===== src/rtl/riscv_hazard_ctrl_pkg.sv =====
// riscv_hazard_ctrl_pkg: shared register-index type, wait-counter width and hazard FSM state encoding
package riscv_hazard_ctrl_pkg;
  localparam int REG_AW = 5;
  localparam int WAIT_W = 8;
  typedef logic [REG_AW-1:0] reg_addr_t;
  typedef enum logic [1:0] {ST_RUN, ST_MEM_WAIT, ST_MEM_ERR} hz_state_e;
endpackage


===== src/rtl/riscv_hazard_detect.sv =====
// riscv_hazard_detect: load-use comparator; ID rs1/rs2 (+read enables) vs EX load rd, x0 excluded -> load_use
module riscv_hazard_detect
  import riscv_hazard_ctrl_pkg::*;
(
  input  logic      rs1_re,
  input  reg_addr_t rs1_idx,
  input  logic      rs2_re,
  input  reg_addr_t rs2_idx,
  input  reg_addr_t rd_idx,
  input  logic      rd_we,
  input  logic      data_re,
  output logic      load_use
);
  assign load_use = data_re && rd_we && (rd_idx != '0) &&
                    ((rs1_re && rs1_idx == rd_idx) || (rs2_re && rs2_idx == rd_idx));
endmodule


===== src/rtl/riscv_hazard_ctrl.sv =====
// riscv_hazard_ctrl: pipeline stall/flush control (mem wait > branch squash > load-use), watchdog, stall/flush counters; ports: clk, rst, ID/EX hazard inputs, mem req/ready -> stage stall/flush, mem_err, stall_cnt, flush_cnt
module riscv_hazard_ctrl
  import riscv_hazard_ctrl_pkg::*;
#(
  parameter int MEM_TIMEOUT = 255,
  parameter int CNT_W       = 32
) (
  input  logic             clk,
  input  logic             rst,
  input  reg_addr_t        id_rs1_idx,
  input  logic             id_rs1_re,
  input  reg_addr_t        id_rs2_idx,
  input  logic             id_rs2_re,
  input  reg_addr_t        ex_rd_idx,
  input  logic             ex_rd_we,
  input  logic             ex_data_re,
  input  logic             ex_br_taken,
  input  logic             mem_data_req,
  input  logic             mem_data_ready,
  output logic             pc_stall,
  output logic             if_id_stall,
  output logic             if_id_flush,
  output logic             id_ex_stall,
  output logic             id_ex_flush,
  output logic             ex_mem_stall,
  output logic             mem_wb_flush,
  output logic             mem_err,
  output logic [CNT_W-1:0] stall_cnt,
  output logic [CNT_W-1:0] flush_cnt
);
  hz_state_e         state, state_nx;
  logic [WAIT_W-1:0] wcnt, wcnt_nx;
  logic              load_use, err, mem_wait, br, lu, last;
  riscv_hazard_detect u_detect (
    .rs1_re   (id_rs1_re),
    .rs1_idx  (id_rs1_idx),
    .rs2_re   (id_rs2_re),
    .rs2_idx  (id_rs2_idx),
    .rd_idx   (ex_rd_idx),
    .rd_we    (ex_rd_we),
    .data_re  (ex_data_re),
    .load_use (load_use)
  );
  assign err      = state == ST_MEM_ERR;
  assign mem_wait = !err && mem_data_req && !mem_data_ready;
  assign br       = !err && !mem_wait && ex_br_taken;
  assign lu       = !err && !mem_wait && !ex_br_taken && load_use;
  // wcnt holds the not-ready cycles already seen, so this cycle is the last tolerated one
  assign last     = wcnt == WAIT_W'(MEM_TIMEOUT - 1);
  assign mem_err  = err;
  always_ff @(posedge clk) begin
    if (rst) begin
      state     <= ST_RUN;
      wcnt      <= '0;
      stall_cnt <= '0;
      flush_cnt <= '0;
    end else begin
      state     <= state_nx;
      wcnt      <= wcnt_nx;
      stall_cnt <= stall_cnt + CNT_W'(pc_stall);
      flush_cnt <= flush_cnt + CNT_W'(if_id_flush);
    end
  end
  always_comb begin
    state_nx = state;
    wcnt_nx  = wcnt;
    if (!err) begin
      state_nx = mem_wait ? (last ? ST_MEM_ERR : ST_MEM_WAIT) : ST_RUN;
      wcnt_nx  = mem_wait ? wcnt + WAIT_W'(1) : '0;
    end
  end
  always_comb begin
    pc_stall     = !rst && (err || mem_wait || lu);
    if_id_stall  = !rst && (err || mem_wait || lu);
    if_id_flush  = !rst && br;
    id_ex_stall  = !rst && (err || mem_wait);
    id_ex_flush  = !rst && (br || lu);
    ex_mem_stall = !rst && (err || mem_wait);
    mem_wb_flush = !rst && (err || mem_wait);
  end
endmodule


===== config.mk =====
export PLATFORM = sky130hd
export DESIGN_NAME = riscv_hazard_ctrl
export DESIGN_NICKNAME = d
export VERILOG_FILES = /design/src/rtl/riscv_hazard_ctrl_pkg.sv /design/src/rtl/riscv_hazard_detect.sv /design/src/rtl/riscv_hazard_ctrl.sv
export SDC_FILE = /design/constraint.sdc
export NUM_CORES = 1
export LEC_CHECK = 0
export CAP_MARGIN = 20
export CELL_PAD_IN_SITES_DETAIL_PLACEMENT = 1
export CELL_PAD_IN_SITES_GLOBAL_PLACEMENT = 1
export CORE_AREA = 2 2 99 111
export DETAILED_ROUTE_END_ITERATION = 12
export DIE_AREA = 0 0 101 113
export PLACE_DENSITY = 0.84
export SETUP_SLACK_MARGIN = 0.1
export SYNTH_ARGS = -nofsm -noshare
export SYNTH_HDL_FRONTEND = slang
export SYNTH_SLANG_ARGS = --single-unit

===== constraint.sdc =====
create_clock -name clk -period 4.32 [get_ports clk]
set_input_delay 0.864 -clock clk [delete_from_list [all_inputs] [get_ports clk]]
set_output_delay 0.864 -clock clk [all_outputs]
set_load 0.02 [all_outputs]

=== Word level (Yosys, flattened, before mapping) ===
Cells that the tools add are included.

* Add/subtract/negate cells: 3
* Order comparisons: 0
* Reductions and logical operators: 25
* Muxes and demuxes: 3
* Multiply operators: 0
* Shifts and indexed selects: 0
* Bitwise operators: 0
* Div/mod/pow operators: 0
* Equality and inequality tests: 4

{| class="wikitable"
|+ Operators with widths
! operator !! count
|-
| adder 32 x 1 -> 32 bit || 2
|-
| logical AND 1 bit || 15
|-
| equality test 5 bit || 2
|-
| adder 8 x 1 -> 8 bit (second input constant) || 1
|-
| equality test 8 bit (second input constant) || 1
|-
| 2-to-1 mux 8 bit || 1
|-
| zero test 1 bit || 5
|-
| nonzero test 5 bit || 1
|-
| logical OR 1 bit || 4
|-
| 2-to-1 mux 2 bit || 2
|-
| equality test 2 bit (second input constant) || 1
|}

* Register bits: 74
* Bits in read-only memories: 0
* Memories: 0
* Bits in writable memories: 0
* Latch bits: 0
* Logic and storage cells: 39

=== Longest topological paths before layout ===
* Depth in word-level cells: 11
* Mapped depth: 11
* Depth with buffers taken out: 10

=== Hierarchy ===
From an unflattened synthesis, not the netlist that was laid out.

* Cells, all modules: 433
* Area, all modules: 3,629.7 µm²

{| class="wikitable"
|+ By module, submodules not included
! module !! area an instance (µm²) !! cells each !! seq. area each (µm²) !! times used
|-
| riscv_hazard_ctrl || 3,494.6 || 416 || 1,481.4 || 1
|-
| riscv_hazard_detect || 135.1 || 17 || 0.0 || 1
|}

=== Worst setup path after synthesis ===
Ideal clock, no wire load.

* Path type: input to register
* Start: input port ex_rd_idx[3]
* End: register stall_cnt[30]
* Slack: 0.402 ns
* Data arrival time: 3.847 ns
* Required time: 4.250 ns
* Buffers on the path: 1
* Library setup time: 0.070 ns
* Stages: 11
* Cell sequence: xor2_1 > nor4_1 > a32oi_1 > o21ai_0 > ha_1 > ha_1 > nand2_1 > or4_4 > buf_6 > or4_1 > a21oi_1

* Longest elaborated chain between the ends: 8
* Elaborated cells between the ends (all ways): 12

{| class="wikitable"
|+ RTL lines
! item !! RTL line !! RTL
|-
| from (decl) || riscv_hazard_ctrl.sv:14 || <nowiki>input reg_addr_t ex_rd_idx,</nowiki>
|-
| equality test 5 bit || riscv_hazard_detect.sv:15 || <nowiki>((rs1_re && rs1_idx == rd_idx) || (rs2_re && rs2_idx == rd_idx));</nowiki>
|-
| logical AND 1 bit || riscv_hazard_detect.sv:15 ||
|-
| logical OR 1 bit || riscv_hazard_detect.sv:15 ||
|-
| logical AND 1 bit * || riscv_hazard_detect.sv:14 || <nowiki>assign load_use = data_re && rd_we && (rd_idx != '0) &&</nowiki>
|-
| logical AND 1 bit * || riscv_hazard_ctrl.sv:47 || <nowiki>assign lu = !err && !mem_wait && !ex_br_taken && load_use;</nowiki>
|-
| logical OR 1 bit * || -- ||
|-
| logical AND 1 bit * || -- ||
|-
| named net if_id_stall || riscv_hazard_ctrl.sv:21 || <nowiki>output logic if_id_stall,</nowiki>
|-
| adder 32 x 1 -> 32 bit * || riscv_hazard_ctrl.sv:60 || <nowiki>stall_cnt <= stall_cnt + CNT_W'(pc_stall);</nowiki>
|-
| to (signal assigned) || riscv_hazard_ctrl.sv:60 ||
|-
| to (decl) || riscv_hazard_ctrl.sv:28 || <nowiki>output logic [CNT_W-1:0] stall_cnt,</nowiki>
|}

Mark *: on every way through the listed nets, which the timed path passes. The rest lies on a longest branch.
A chain may end at the register's enable or synchronous reset.

=== Final worst setup path ===
* Start: input port ex_rd_idx[1]
* End: register stall_cnt[26]

* Longest elaborated chain between the ends: 8
* Elaborated cells between the ends (all ways): 12

{| class="wikitable"
|+ RTL lines
! item !! RTL line !! RTL
|-
| equality test 5 bit || riscv_hazard_detect.sv:15 ||
|-
| logical AND 1 bit || riscv_hazard_detect.sv:15 ||
|-
| logical OR 1 bit || riscv_hazard_detect.sv:15 ||
|-
| logical AND 1 bit * || riscv_hazard_detect.sv:14 ||
|-
| logical AND 1 bit * || riscv_hazard_ctrl.sv:47 ||
|-
| logical OR 1 bit * || riscv_hazard_ctrl.sv:73 || <nowiki>pc_stall = !rst && (err || mem_wait || lu);</nowiki>
|-
| logical AND 1 bit * || riscv_hazard_ctrl.sv:73 ||
|-
| adder 32 x 1 -> 32 bit * || riscv_hazard_ctrl.sv:60 ||
|}

Mark *: on every way between the ends. The rest lies on a longest branch, timed or not.

==> flow_summary.ini <==
[power]
power.density_nw_per_um2 = 318
finalPower_w = 0.00159
pwr-share-seq_pct = 43.3
p_clk_share_pct = 52.0
p_sw_share_pct = 21.6
p_leak_nw = 1.60
irDropWorstVdd_mv = 0.186
p_switching_w = 0.000342
p_int_w = 0.00124
pwr-share-comb_pct = 4.7

[detailed_routing]
drtAntennaViolNets = 0
dr.pass1.iters = 7
routed_wl_um = 10700
detail_route.wl_per_cell_um = 16.6
via_count = 3526
drt_iter0_drc = 68
drc = 0
viasPerCell = 5.49

[global_route]
grt_max_degree = 77
first_global_vias = 3643
grt_pass1_wl_um = 17800
grt_antenna_before_repair = 0
grt_usage_pct = 19.3
overflow = 0

[sta]
slew_violations = 0
finalClockSkew_ns = 0.00889
period_share_pct = 91.4
hold_violations = 0
fmax_mhz = 253
setup_slack_ns = 0.371
finalSetupViolCount = 0
worst_pin_slew_ns = 1.03
post-route-min-period_ns = 3.95
slew_headroom_pct = 30.4
rsz0062_at_grt = no

[clock_network]
h-tree-depth = 3
clock_sinks = 74
cts_buffers = 9
cts-root-buf = clkbuf_16
cts_hold_buf = 0
cts_max_path_buffers = 2
insertion_delay_ns = 0.33
post-cts-setup-buffers = 0
cts_tree = built
cts.clk_slew.worst_paths_ns = 0.06
post_cts_resized = 0

[floorplan]
die-width_um = 101
core_area_um2 = 10200
die_h_um = 113
rows = 39
num_io_pins = 96
fp.dieArea_um2 = 11400
start_util_pct = 35.5

[synth]
syn_nets = 456
synth-seq-area-share_pct = 40.7
async_reset_ff_share_pct = 0
synth-seq-cells = 74
synth_warnings = 0
yosysUniqueCellTypes = 41
synth.avg_cell_area_um2 = 8.54
synth-edff-count = 0
synthFlopType = dfxtp_1
synth_area_um2 = 3640
post_synth_inst_count = 426

[layout]
drive_gt1_share_pct = 7.51
num-nets-final = 544
area_growth_pct = 37.2
diodes = 0
final_util_pct = 48.7
final_common_cell = clkdlybuf4s50_1
layout_common_cells = clkdlybuf4s50_1 (94), dfxtp_1 (74), nor2_1 (41)

[critical_path]
crit_required_ns = 4.58
path_max_fanout = 12
arrival_ns = 4.21
critPathKind = input pin to flop
crit_path_end_kind = flop
critPathLaunchType = input pin

[status]
status = complete, no violations

[placement]
post-place-ws_ns = -0.0369
numPortBuffers = 95
routabilityCongestion = 0.849
dpl.hpwl_um = 7560

[hold_path]
hp-class = flop to flop

[flow_run]
cap_violations = 0
[area by class of cell]
cell class,instances,area (um^2)
fillers,1214,5260
inverters,8,30.0
well taps,123,154
flip-flops and latches,74,1480
multi-input cells,323,2030
clock buffers,10,239
clock inverters,6,90.1
repair buffers,98,968
[worst max-delay path: stages]
cell and delay (ns):
clkdlybuf4s50_1 0.50, xor2_1 0.22, nor4_1 0.33, a32oi_1 0.18
o21ai_1 0.26, ha_1 0.22, ha_1 0.20, nand2_1 0.11
or4_4 0.64, or4_1 0.53, a21oi_1 0.16
[sequential cells by signal, summed over array words and instances (netlist names)]
| name | flops |
|---|---|
| flush_cnt | 32 |
| stall_cnt | 32 |
| state | 2 |
| wcnt | 8 |
[power groups by stage]
stage	Clock [W]	Sequential [W]	Combinational [W]
floorplan	0	0.000704	0.0000325
global placement	0	0.000702	0.0000722
detailed placement	0	0.000702	0.0000748
CTS	0.000834	0.000687	0.0000751
global route	0.000875	0.000687	0.0000805
finish	0.000826	0.000687	0.0000739
[layer usage]
layer  vias to the layer above  share of wire (%)  global-route usage, %
met1                      1721                 44                   22.8
li1                       1728                  -                      -
met5                         -                  0                      0
met4                         0                1.7                   5.50
met2                        62                 51                   34.8
met3                        15                3.2                   4.08
[Yosys cell counts (2+ instances only)]
| cell type | n | share of area, % |
|---|---|---|
| nand2_1 | 24 | 2.5 |
| nor4_1 | 11 | 1.9 |
| buf_4 | 3 | 0.62 |
| nor2b_1 | 12 | 2.1 |
| xor2_1 | 21 | 5.1 |
| nor2_1 | 41 | 4.2 |
| and4_1 | 10 | 2.4 |
| buf_1 | 4 | 0.41 |
| inv_1 | 8 | 0.83 |
| clkbuf_1 | 11 | 1.1 |
| ha_1 | 6 | 2.1 |
| or4_4 | 3 | 0.93 |
| or2_2 | 2 | 0.34 |
| mux2_2 | 5 | 1.5 |
| dfxtp_1 | 74 | 41 |
| and2_1 | 3 | 0.52 |
| buf_2 | 2 | 0.28 |
| or3_2 | 5 | 1.0 |
| nand3_1 | 27 | 3.7 |
| nand4_1 | 19 | 3.3 |
| o31ai_1 | 15 | 3.1 |
| or3_1 | 10 | 1.7 |
| xnor2_1 | 17 | 4.1 |
| a21oi_1 | 34 | 4.7 |
| and3_1 | 2 | 0.34 |
| or4_1 | 17 | 3.5 |
| nor3_1 | 8 | 1.1 |
| o21ai_0 | 19 | 2.6 |
[final timing paths]
path,slack (ns),to,start,depth (start not counted)
max,0.37,stall_cnt[26],ex_rd_idx[1],11
min,0.50,flush_cnt[27],flush_cnt[27],2
max reg2reg,1.20,stall_cnt[26],state[1],11
min reg2reg,0.50,flush_cnt[27],flush_cnt[27],2
[cell families (layout without fill, tap and decap cells)]
family / after synthesis / after routing / share of synthesized area (%)
multiplexers: 5 / 5 / 1.55
flip-flops: 74 / 74 / 40.7
adder cells (fa/ha/maj): 6 / 6 / 2.06
AND/OR/NAND/NOR: 200 / 200 / 31.2
buffers and inverters: 29 / 122 / 3.58
XOR/XNOR: 38 / 38 / 9.15
AO/OA/AOI/OAI: 74 / 74 / 11.7
[metrics by stage]
step | area (um^2) | instances | setup TNS, ns | hold WS (ns)
global route | 4990 | 642 | 0 | 0.523
global placement | 4660 | 626 | 0 | 0.473
finish | 4990 | 642 | 0 | 0.495
detailed placement | 4660 | 626 | -0.151 | 0.492
floorplan | 3640 | 426 | 0 | 0.471
CTS | 4990 | 642 | 0 | 0.502
Note: power is estimated with default switching activity, not from simulation.
